### config.mk
export PLATFORM = sky130hd
export DESIGN_NAME = muldiv_sched
export DESIGN_NICKNAME = d
export VERILOG_FILES = /design/src/rtl/muldiv_sched.sv
export SDC_FILE = /design/constraint.sdc
export NUM_CORES = 1
export LEC_CHECK = 0
export CAP_MARGIN = 15
export CORE_MARGIN = 8
export CORE_UTILIZATION = 51
export CTS_BUF_LIST = sky130_fd_sc_hd__clkbuf_2 sky130_fd_sc_hd__clkbuf_4 sky130_fd_sc_hd__clkbuf_8
export CTS_CLUSTER_DIAMETER = 60
export DETAILED_ROUTE_END_ITERATION = 6
export DONT_BUFFER_PORTS = 1
export PLACE_DENSITY = 0.63
export SYNTH_ARGS = -nofsm -noshare
export SYNTH_HDL_FRONTEND = slang
export SYNTH_SLANG_ARGS = --single-unit
### constraint.sdc
create_clock -name clock -period 4.1 [get_ports clock]
set_input_delay 0.615 -clock clock [delete_from_list [all_inputs] [get_ports clock]]
set_output_delay 0.615 -clock clock [all_outputs]
set_load 0.02 [all_outputs]
### src/rtl/muldiv_sched.sv
// Sequencing controller for the shared iterative 64-bit divider: operand prep, RISC-V special
// cases, a single-entry Q/R result cache, and a registered valid/ready response port.
module muldiv_sched (
   input  logic        clock,
   input  logic        reset,
   input  logic        req_valid,
   output logic        req_ready,
   input  logic        req_rem,
   input  logic        req_signed,
   input  logic        req_word,
   input  logic [63:0] req_a,
   input  logic [63:0] req_b,
   input  logic        flush,
   output logic        resp_valid,
   input  logic        resp_ready,
   output logic [63:0] resp_data,
   output logic        div_start,
   output logic [63:0] div_a,
   output logic [63:0] div_b,
   output logic        div_is_signed,
   input  logic        div_ready,
   input  logic [63:0] div_q,
   input  logic [63:0] div_r
);

   typedef enum logic [2:0] {StIdle, StLaunch, StBusy, StDrain, StResp} state_e;

   localparam logic [63:0] AllOnes = '1;
   localparam logic [63:0] MinInt  = 64'h8000_0000_0000_0000;

   function automatic logic [63:0] prep(input logic [63:0] x, input logic sgn, input logic word);
      if (!word) return x;
      return sgn ? {{32{x[31]}}, x[31:0]} : {32'b0, x[31:0]};
   endfunction

   function automatic logic [63:0] fmt(input logic rem, input logic word,
                                       input logic [63:0] q, input logic [63:0] r);
      logic [63:0] sel;
      sel = rem ? r : q;
      return word ? {{32{sel[31]}}, sel[31:0]} : sel;
   endfunction

   state_e      state_q, state_d;
   logic [63:0] a_q, a_d, b_q, b_d;
   logic        rem_q, rem_d, signed_q, signed_d, word_q, word_d;
   logic [63:0] resp_data_q, resp_data_d;
   logic        div_start_q;
   logic        cache_valid_q, cache_signed_q, cache_we;
   logic [63:0] cache_a_q, cache_b_q, cache_q_q, cache_r_q;
   logic [63:0] a_prep, b_prep;
   logic        cache_hit;

   assign a_prep    = prep(req_a, req_signed, req_word);
   assign b_prep    = prep(req_b, req_signed, req_word);
   // word is not part of the tag: the prepared operands already encode it
   assign cache_hit = cache_valid_q && (cache_a_q == a_prep) && (cache_b_q == b_prep) &&
                      (cache_signed_q == req_signed);

   always_comb begin
      state_d     = state_q;
      a_d         = a_q;
      b_d         = b_q;
      rem_d       = rem_q;
      signed_d    = signed_q;
      word_d      = word_q;
      resp_data_d = resp_data_q;
      cache_we    = 1'b0;
      case (state_q)
         StIdle: begin
            if (req_valid && !flush) begin
               a_d      = a_prep;
               b_d      = b_prep;
               rem_d    = req_rem;
               signed_d = req_signed;
               word_d   = req_word;
               state_d  = StResp;
               if (b_prep == '0) begin
                  resp_data_d = fmt(req_rem, req_word, AllOnes, a_prep);
               end else if (!req_word && req_signed && a_prep == MinInt && b_prep == AllOnes) begin
                  resp_data_d = fmt(req_rem, req_word, a_prep, '0);
               end else if (cache_hit) begin
                  resp_data_d = fmt(req_rem, req_word, cache_q_q, cache_r_q);
               end else begin
                  state_d = StLaunch;
               end
            end
         end
         StLaunch: state_d = flush ? StDrain : StBusy;
         StBusy: begin
            if (div_ready) begin
               cache_we = 1'b1;
               if (flush) begin
                  state_d = StIdle;
               end else begin
                  state_d     = StResp;
                  resp_data_d = fmt(rem_q, word_q, div_q, div_r);
               end
            end else if (flush) begin
               state_d = StDrain;
            end
         end
         StDrain: if (div_ready) state_d = StIdle;
         StResp:  if (resp_ready || flush) state_d = StIdle;
         default: state_d = StIdle;
      endcase
   end

   always_ff @(posedge clock or negedge reset) begin
      if (!reset) begin
         state_q        <= StIdle;
         a_q            <= '0;
         b_q            <= '0;
         rem_q          <= 1'b0;
         signed_q       <= 1'b0;
         word_q         <= 1'b0;
         resp_data_q    <= '0;
         div_start_q    <= 1'b0;
         cache_valid_q  <= 1'b0;
         cache_signed_q <= 1'b0;
         cache_a_q      <= '0;
         cache_b_q      <= '0;
         cache_q_q      <= '0;
         cache_r_q      <= '0;
      end else begin
         state_q     <= state_d;
         a_q         <= a_d;
         b_q         <= b_d;
         rem_q       <= rem_d;
         signed_q    <= signed_d;
         word_q      <= word_d;
         resp_data_q <= resp_data_d;
         div_start_q <= (state_d == StLaunch);
         if (cache_we) begin
            cache_valid_q  <= 1'b1;
            cache_signed_q <= signed_q;
            cache_a_q      <= a_q;
            cache_b_q      <= b_q;
            cache_q_q      <= div_q;
            cache_r_q      <= div_r;
         end
      end
   end

   assign req_ready     = (state_q == StIdle);
   assign resp_valid    = (state_q == StResp);
   assign resp_data     = resp_data_q;
   assign div_start     = div_start_q;
   assign div_a         = a_q;
   assign div_b         = b_q;
   assign div_is_signed = signed_q;

endmodule

; Word-level counts from Yosys, hierarchy flattened
; Cells that the tools add are included.
[classes]
n_eq_ne = 14
mux = 32
n_reduce_logical = 15
[op_table]
columns = op, count
row1 = 2-to-1 mux 64 bit, 18
row2 = == test 64 bit, 2
row3 = "== test 64 bit, second input constant", 2
row4 = case mux 64 bit (2 select lines), 1
row5 = logical NOT 64 bit, 1
row6 = 2-to-1 mux 3 bit, 9
row7 = case mux 3 bit (5 select lines), 1
row8 = logical AND 1 bit, 7
row9 = "== test 3 x 1 -> 1 bit, second input constant", 2
row10 = "== test 3 x 2 -> 1 bit, second input constant", 2
row11 = AND reduction 5 bit, 1
row12 = "inequality test 2 bit, second input constant", 2
row13 = "inequality test 4 x 1 -> 1 bit, second input constant", 1
row14 = "== test 3 bit, second input constant", 1
row15 = logical NOT 3 bit, 1
row16 = 2-to-1 mux 1 bit, 3
row17 = logical NOT 1 bit, 2
row18 = "inequality test 2 x 1 -> 1 bit, second input constant", 1
row19 = AND reduction 2 bit, 1
row20 = nonzero test 2 bit, 1
row21 = == test 1 bit, 1
row22 = logical OR 1 bit, 1
[word_totals]
in_bits = 265
register_bits = 457
output_inout_bits = 196

; Depth between registers and ports, before layout
[depth]
word_depth = 12
mapped_depth = 12
ltp_nobuf = 8

; Worst setup path after synthesis
; OpenSTA, ideal clock, no wires.
[synth_path]
path_kind = input port to flip-flop
start = in req_a[35]
end = reg resp_data_q[54], in the netlist resp_data[54]
path_slack_ns = 0.946
cell_stages = 9
arrival_ns = 3.029
setup_time_ns = 0.125
path_buffers = 1
required_ns = 3.975
path_cell_list = or4b_2 > o41ai_1 > o2111ai_1 > nor4_2 > nor2_1 > o32a_1 > o21ai_4 > buf_6 > mux2_2
[synth_between]
elab_chain_len = 8
[synth_lines]
columns = item, line_no
row1 = from (decl), 11  ; input logic [63:0] req_a,
row2 = 2-to-1 mux 64 bit *, 33  ; return sgn ? {{32{x[31]}}, x[31:0]} : {32'b0, x[31:0]};
row3 = == test 64 bit, 79  ; end else if (!req_word && req_signed && a_prep == MinInt && b_prep == AllOnes) begin
row4 = logical AND 1 bit (2 in series), 79
row5 = 2-to-1 mux 64 bit, 79
row6 = 2-to-1 mux 64 bit, 77  ; if (b_prep == '0) begin
row7 = 2-to-1 mux 64 bit, 70  ; if (req_valid && !flush) begin
row8 = case mux 64 bit (2 select lines), 68  ; case (state_q)
row9 = to (signal assigned), 131  ; resp_data_q <= resp_data_d;
row10 = to (decl), 46  ; logic [63:0] resp_data_q, resp_data_d;
; Every way passes the cells marked *; elsewhere a longest branch is shown, timed or not. The select of a mux whose other input is x is not followed.
; A chain may end at the register's enable or synchronous reset.

; Final worst setup path
[layout_path]
start = reg cache_b_q[63]
end = reg resp_data_q[6], in the netlist resp_data[6]
[layout_between]
elab_chain_len = 5
[layout_lines]
columns = item, line_no
row1 = from (decl), 49  ; logic [63:0] cache_a_q, cache_b_q, cache_q_q, cache_r_q;
row2 = from (signal assigned), 137  ; cache_b_q <= b_q;
row3 = == test 64 bit, 56  ; assign cache_hit = cache_valid_q && (cache_a_q == a_prep) && (cache_b_q == b_prep) &&
row4 = logical AND 1 bit (2 in series), 56
row5 = inequality test 4 x 1 -> 1 bit (no line), --
row6 = AND reduction 5 bit (no line), --
; No other way between the ends.

==> qor.yml <==
hold_path.class: "in -> async"
yosysTopAreaCellShare: 0.500
wire_per_inst_um: 28.7
p_total_mw: 20.1
netlist_instances: 2212
die-height_um: 228
critPathLaunchType: "flop"
synth_nets: 2477
cts_resized: 0
synth_area_per_cell_um2: 10.3
ys_ff_latch: 457
clock_latency_ns: 0.68
die_area_um2: 51800
grt_max_degree: 458
grt-ovfl-total: 0
initial_utilization: 0.517
antenna_found_initial: 4
max_cap_violations: 0
area_growth_pct: 9.42
required_ns: 4.64
finalClockSkew_ns: 0.0357
hold_violations: 226
worstMarginPinSlew_ns: 2.36
slew_headroom: -0.570
syn_area_um2: 22900
ys_seq_area_frac: 0.500
cp.arrival_ns: 4.13
first_global_vias: 17900
p_leak_nw: 10.8
cts_buffers: 79
fmax_ghz: 0.279
synth.distinct_cells: 63
fp.coreArea_um2: 44200
io_pins: 461
route.vias.total: 17900
post_cts_buffers: 0
drv_slew: 245
tns_ns: 0
yosys-top-cells-area: "dfrtp_1 (50%), mux2_2 (14%), nand2_1 (5.3%), mux2i_1 (4.2%), o21ai_0 (4.2%)"
use_met1: 0.373
place.detailed.hpwl_um: 57500
dp_cells: 2697
whs_ns: -0.347
synth.largest_area_cell: "dfrtp_1"
drive_gt1_frac: 0.213
cp-end-kind: "flop"
synth_ff_type: "dfrtp_1"
ctsRootBufferMaster: "clkbuf_8"
vias_per_cell: 6.32
powerDensity_nw_per_um2: 803
port_buffers: 0
placed_area_um2: 23400
cts_buffer_depth: 3
htree_levels: 3
hold_buffers: 1
synth_edf_count: 0
seq_area_um2: 11400
reg2reg_depth: 9
violations: "negative hold slack, max-slew violations"
crit_fanout: 31
stdcell_count: 2835
fill_cells: 3805
finalInstanceArea_um2: 25000
finalCriticalPeriod_ns: 3.59
grt_pass1_wl_um: 119000
fin_ws_ns: 0.510
cts_tree: "built"
gr-usage-met3: 0.123
vdd_drop_max_v: 0.000396
yosysWarningCount: 0
ant_nets: 0
grt_use_met2: 0.489
grt_setup_unrepaired: "no"
top_usage_layer: "met2"
dp_slack_ns: 0.314
finalCritPeriodShare: 0.876
rows: 77
status: "finished with violations"
cts.clk_slew.worst_paths_ns: 0.06
drtIter0Drc: 1859
finalSetupViolCount: 0
nNetsFinal: 2452
gp_congestion: 0.933
first_pass_iters: 7
wirelength_um: 81400
cts_sinks: 457
multiInputGateArea_um2: 10600
critPathKind: "reg -> reg"
grt.total_usage: 0.306
synthArstFlopShare: 1.00
post-route-drc-count: 0
chipWidth_um: 228
-- layout make-up --
| type | instances | area share |
|---|---|---|
| flip-flops and latches | 457 | 0.457 |
| multi-input cells | 1535 | 0.423 |
| clock buffers | 125 | 0.0608 |
| well taps | 592 | 0.0296 |
| repair buffers | 44 | 0.0158 |
| inverters | 70 | 0.0105 |
| clock inverters | 11 | 0.00260 |
| diodes | 1 | 0.000100 |
-- metal layers --
metal,vias to the layer above,wire (um)
li1,7830,-
met3,159,9510
met5,-,27
met1,9055,30400
met4,4,2890
met2,881,38600
-- cells in the final DEF, fill, tap and decap left out, types with 17 or more instances in the layout --
| cell type | netlist | final |
|---|---|---|
| dfrtp_1 | 457 | 456 |
| nand2_1 | 325 | 325 |
| mux2_2 | 284 | 284 |
| o21ai_0 | 190 | 190 |
| nor2_1 | 99 | 96 |
| mux2i_1 | 96 | 96 |
| clkbuf_8 | 0 | 93 |
| inv_1 | 70 | 70 |
| a31oi_1 | 63 | 63 |
| nand3_1 | 53 | 52 |
| nor4_1 | 51 | 51 |
| xor2_1 | 47 | 47 |
| nand2b_1 | 44 | 44 |
| buf_4 | 0 | 38 |
| o21a_1 | 33 | 33 |
| a32oi_1 | 32 | 32 |
| clkbuf_4 | 0 | 32 |
| nand4_1 | 30 | 30 |
| nor2b_1 | 30 | 30 |
| o22ai_1 | 23 | 23 |
| xnor2_1 | 17 | 17 |
-- final timing paths --
| path | slack (ns) | start | to |
|---|---|---|---|
| worst max-delay path | 0.51 | cache_b_q[63] | resp_data[6] |
| min in group clock | 0.05 | req_a[21] | div_a[21] |
| worst max register to register | 0.51 | cache_b_q[63] | resp_data[6] |
| worst min-delay path | -0.35 | reset | div_b[50] |
| max in group asynchronous | 2.58 | reset | div_b[29] |
| worst min register to register | 0.46 | cache_valid_q | cache_valid_q |
-- kinds of logic after synthesis --
| group | after synthesis | synth area share |
|---|---|---|
| AND/OR/NAND/NOR | 670 | 0.137 |
| flip-flops | 457 | 0.500 |
| AO/OA/AOI/OAI | 419 | 0.117 |
| multiplexers | 382 | 0.183 |
| buffers and inverters | 220 | 0.0385 |
| XOR/XNOR | 64 | 0.0245 |
-- metrics by stage --
step,utilization,hold slack [ns]
4_1_cts,0.565,-0.388
2_1_floorplan,-,0.319
6_report,0.566,-0.347
3_3_place_gp,0.529,0.332
5_1_grt,0.565,-0.386
3_5_place_dp,0.529,0.333
-- flip-flops by register name (all words and copies together), names as in the netlist --
signal and cells:
cache_r_q 64, resp_data 64, div_is_signed 1, div_start 1, cache_a_q 64, rem_q 1, cache_b_q 64, cache_signed_q 1
div_a 64, word_q 1, cache_q_q 64, cache_valid_q 1, state_q 3, div_b 64
-- critical path: stages, from the launching register on --
cell and delay [ns]:
dfrtp_1 0.37, nor2b_1 0.13, a2111oi_0 0.82, a32o_1 0.25, nand4_1 0.10, a2111oi_0 0.49, nand4_1 0.35, o21ai_4 0.29
buf_12 0.24, mux2_2 0.37
-- cell usage after synthesis, drive strengths merged (6+ instances only) --
| master | count |
|---|---|
| a31oi | 63 |
| nor3 | 6 |
| clkbuf | 119 |
| mux2 | 285 |
| a22o | 6 |
| inv | 70 |
| o22ai | 23 |
| nand2b | 44 |
| a21oi | 13 |
| o221ai | 6 |
| nor4 | 52 |
| nor2b | 30 |
| nand2 | 325 |
| nand3 | 53 |
| nor2 | 99 |
| o21ai | 191 |
| nand4 | 30 |
| xor2 | 47 |
| o21a | 33 |
| xnor2 | 17 |
| o2bb2ai | 6 |
| dfrtp | 457 |
| buf | 31 |
| o2111ai | 7 |
| mux2i | 96 |
| a2111oi | 6 |
| a32oi | 32 |
-- power by group --
part	total, mW	internal [mW]	switching [mW]	leakage (nW)
sequential	10.1	6.72	3.40	5.59
combinational	5.72	2.91	2.81	4.34
clock	4.25	2.34	1.91	0.844
total	20.1	12.0	8.13	10.8
Power figures use the tool's default switching activity.
==> patch (same settings) <==
The 5 states of `state_e` get a Gray code encoding in 3 bits.
--- a/src/rtl/muldiv_sched.sv
+++ b/src/rtl/muldiv_sched.sv
@@ -23,7 +23,7 @@
    input  logic [63:0] div_r
 );
 
-   typedef enum logic [2:0] {StIdle, StLaunch, StBusy, StDrain, StResp} state_e;
+   typedef enum logic [2:0] {StIdle = 3'b000, StLaunch = 3'b001, StBusy = 3'b011, StDrain = 3'b010, StResp = 3'b110} state_e;
 
    localparam logic [63:0] AllOnes = '1;
    localparam logic [63:0] MinInt  = 64'h8000_0000_0000_0000;
Formal check against the unedited RTL: same outputs for any inputs over 4 cycles, from zero or initial values and one cycle with reset low; so few cycles prove little.
==> patch against the unedited design <==
Sequential cell count did not move; synthesized area increased by 1.0%; design area up 1.6%; worst hold slack worse by 18 ps; setup slack got worse by 150 ps; the flow finishes with violations (hold timing); routed wire length is 0.38% lower; largest power group unchanged; via count fell by 1.3%; sequential share of layout area shrank 0.73 points; total power shrank 2.8%.
==> patch: results (changes against the unedited design) <==
| Metric | Value |
|---|---|
| DP Wirelength | `57.6 mm (was 57.5 mm)` |
| Vias in the first global route | `17.7k (was 17.9k)` |
| Hold slack | `-365 ps (was -347 ps)` |
| Syn avg cell area | `10.6 um2 (was 10.3 um2)` |
| Layout cells sized above 1 | `21.8% (was 21.3%)` |
| Synth unique cells | `65 (was 63)` |
| Placer Congestion | `0.951 (was 0.933)` |
| Static Leak | `11.8 nW (was 10.8 nW)` |
| Initial antenna violation count | `0 (was 4)` |
| Critical path's slowest cell | `nor4_1 (was a2111oi_0)` |
| Gr usage total | `30.1% (was 30.6%)` |
| Area after DPL | `0.0236 mm2 (was 0.0234 mm2)` |
| Sequential share of the synthesized area | `49.5% (was 50.0%)` |
| Failing checks | `hold timing (was hold timing, slew limit)` |
| Starting DRC count in detailed routing | `1773 (was 1859)` |
| Critical path's top delay family | `simple AND/OR/NAND/NOR gates (was compound AO/OA/AOI/OAI gates)` |
| Final hold violation count | `457 (was 226)` |
| Pwr per Cell Area | `768 mW/mm2 (was 803 mW/mm2)` |
| Slew headroom | `23.6% (was -57.0%)` |
| Max rail drop VDD | `0.455 mV (was 0.396 mV)` |
| Dpl cells | `2677 (was 2697)` |
| Worst Skew | `28.3 ps (was 35.7 ps)` |
| WL/cell | `28.7 um (about the same)` |
| Synth top area cells | `dfrtp_1 (50%), mux2_2 (14%), mux2i_1 (7.0%), nand2_1 (5.4%), o21ai_0 (3.1%) (was dfrtp_1 (50%), mux2_2 (14%), nand2_1 (5.3%), mux2i_1 (4.2%), o21ai_0 (4.2%))` |
| First drt pass iteration count | `5 (was 7)` |
| Num CTS Buffers | `81 (was 79)` |
| CP max stage delay | `710 ps (was 820 ps)` |
| Critical path fanouts, max | `18 (was 31)` |
| Status | `complete, but fails checks (unchanged)` |
| Diodes inserted | `0 (was 1)` |
| Pre-CTS setup slack | `152 ps (was 314 ps)` |
| Final std cells w/o fill | `2823 (was 2835)` |
| Crit path DAT | `4270 ps (was 4130 ps)` |
| First-pass GRT wire length | `120 mm (was 119 mm)` |
| Syn Nets | `2448 (was 2477)` |
| FILL cells | `3887 (was 3805)` |
| Synth cell count leaders | `dfrtp_1 (457), nand2_1 (332), mux2_2 (290) (was dfrtp_1 (457), nand2_1 (325), mux2_2 (284))` |
==> patch: cell count changes after synthesis, moves of 28 or more <==
cell      unedited run  this run
o21ai_0            190       143
a32oi_1             32         2
nand3_1             53        10
mux2i_1             96       161
a21oi_1             13        42
nor2_1              99        54
a21boi_0             0        33
o21a_1              33         0
o221ai_1             6        34
==> patch: area by class of cell <==
type	count	share of cell area, %
Sequential cell	457	45.0
Multi-Input combinational cell	1492	42.3
Clock buffer	134	6.52
Tap cell	600	2.95
Inverter	94	1.39
Timing Repair Buffer	35	1.34
Clock inverter	11	0.487
==> patch: kinds of logic (layout without fill, tap and decap cells) <==
group | count (synthesis) | after routing | share of synthesized area [%]
mux | 452 | 452 | 21.2
xor+xnor | 82 | 82 | 3.11
compound gates | 374 | 374 | 10.3
buf+inv | 234 | 274 | 4.04
flops | 457 | 457 | 49.5
simple gates | 584 | 584 | 11.8
==> patch: where the power goes <==
group | total (mW) | internal [mW] | switching (mW) | leakage, nW
clock network | 4.64 | 2.67 | 1.96 | 0.950
registers | 9.99 | 6.65 | 3.35 | 5.57
logic | 4.90 | 2.58 | 2.32 | 5.28
total | 19.5 | 11.9 | 7.63 | 11.8
==> patch: worst paths after layout <==
path	to	slack (ps)	start	cells after the start
hold reg to reg	cache_valid_q	470	cache_valid_q	1
min in group clock	div_b[10]	50	req_b[10]	2
setup reg to reg	resp_data[14]	360	cache_b_q[17]	11
setup / recovery	resp_data[14]	360	cache_b_q[17]	11
max in group asynchronous	rem_q	3510	reset	0
hold / removal	div_b[17]	-370	reset	0
==> patch: layer usage <==
metal | vias to the layer above | share of wire (%) | GRT usage (%)
li1 | 7721 | - | -
met1 | 8872 | 40 | 38.4
met2 | 908 | 45 | 46.3
met3 | 190 | 11 | 11.0
met4 | 0 | 3.9 | 11.4
met5 | - | 0 | 0
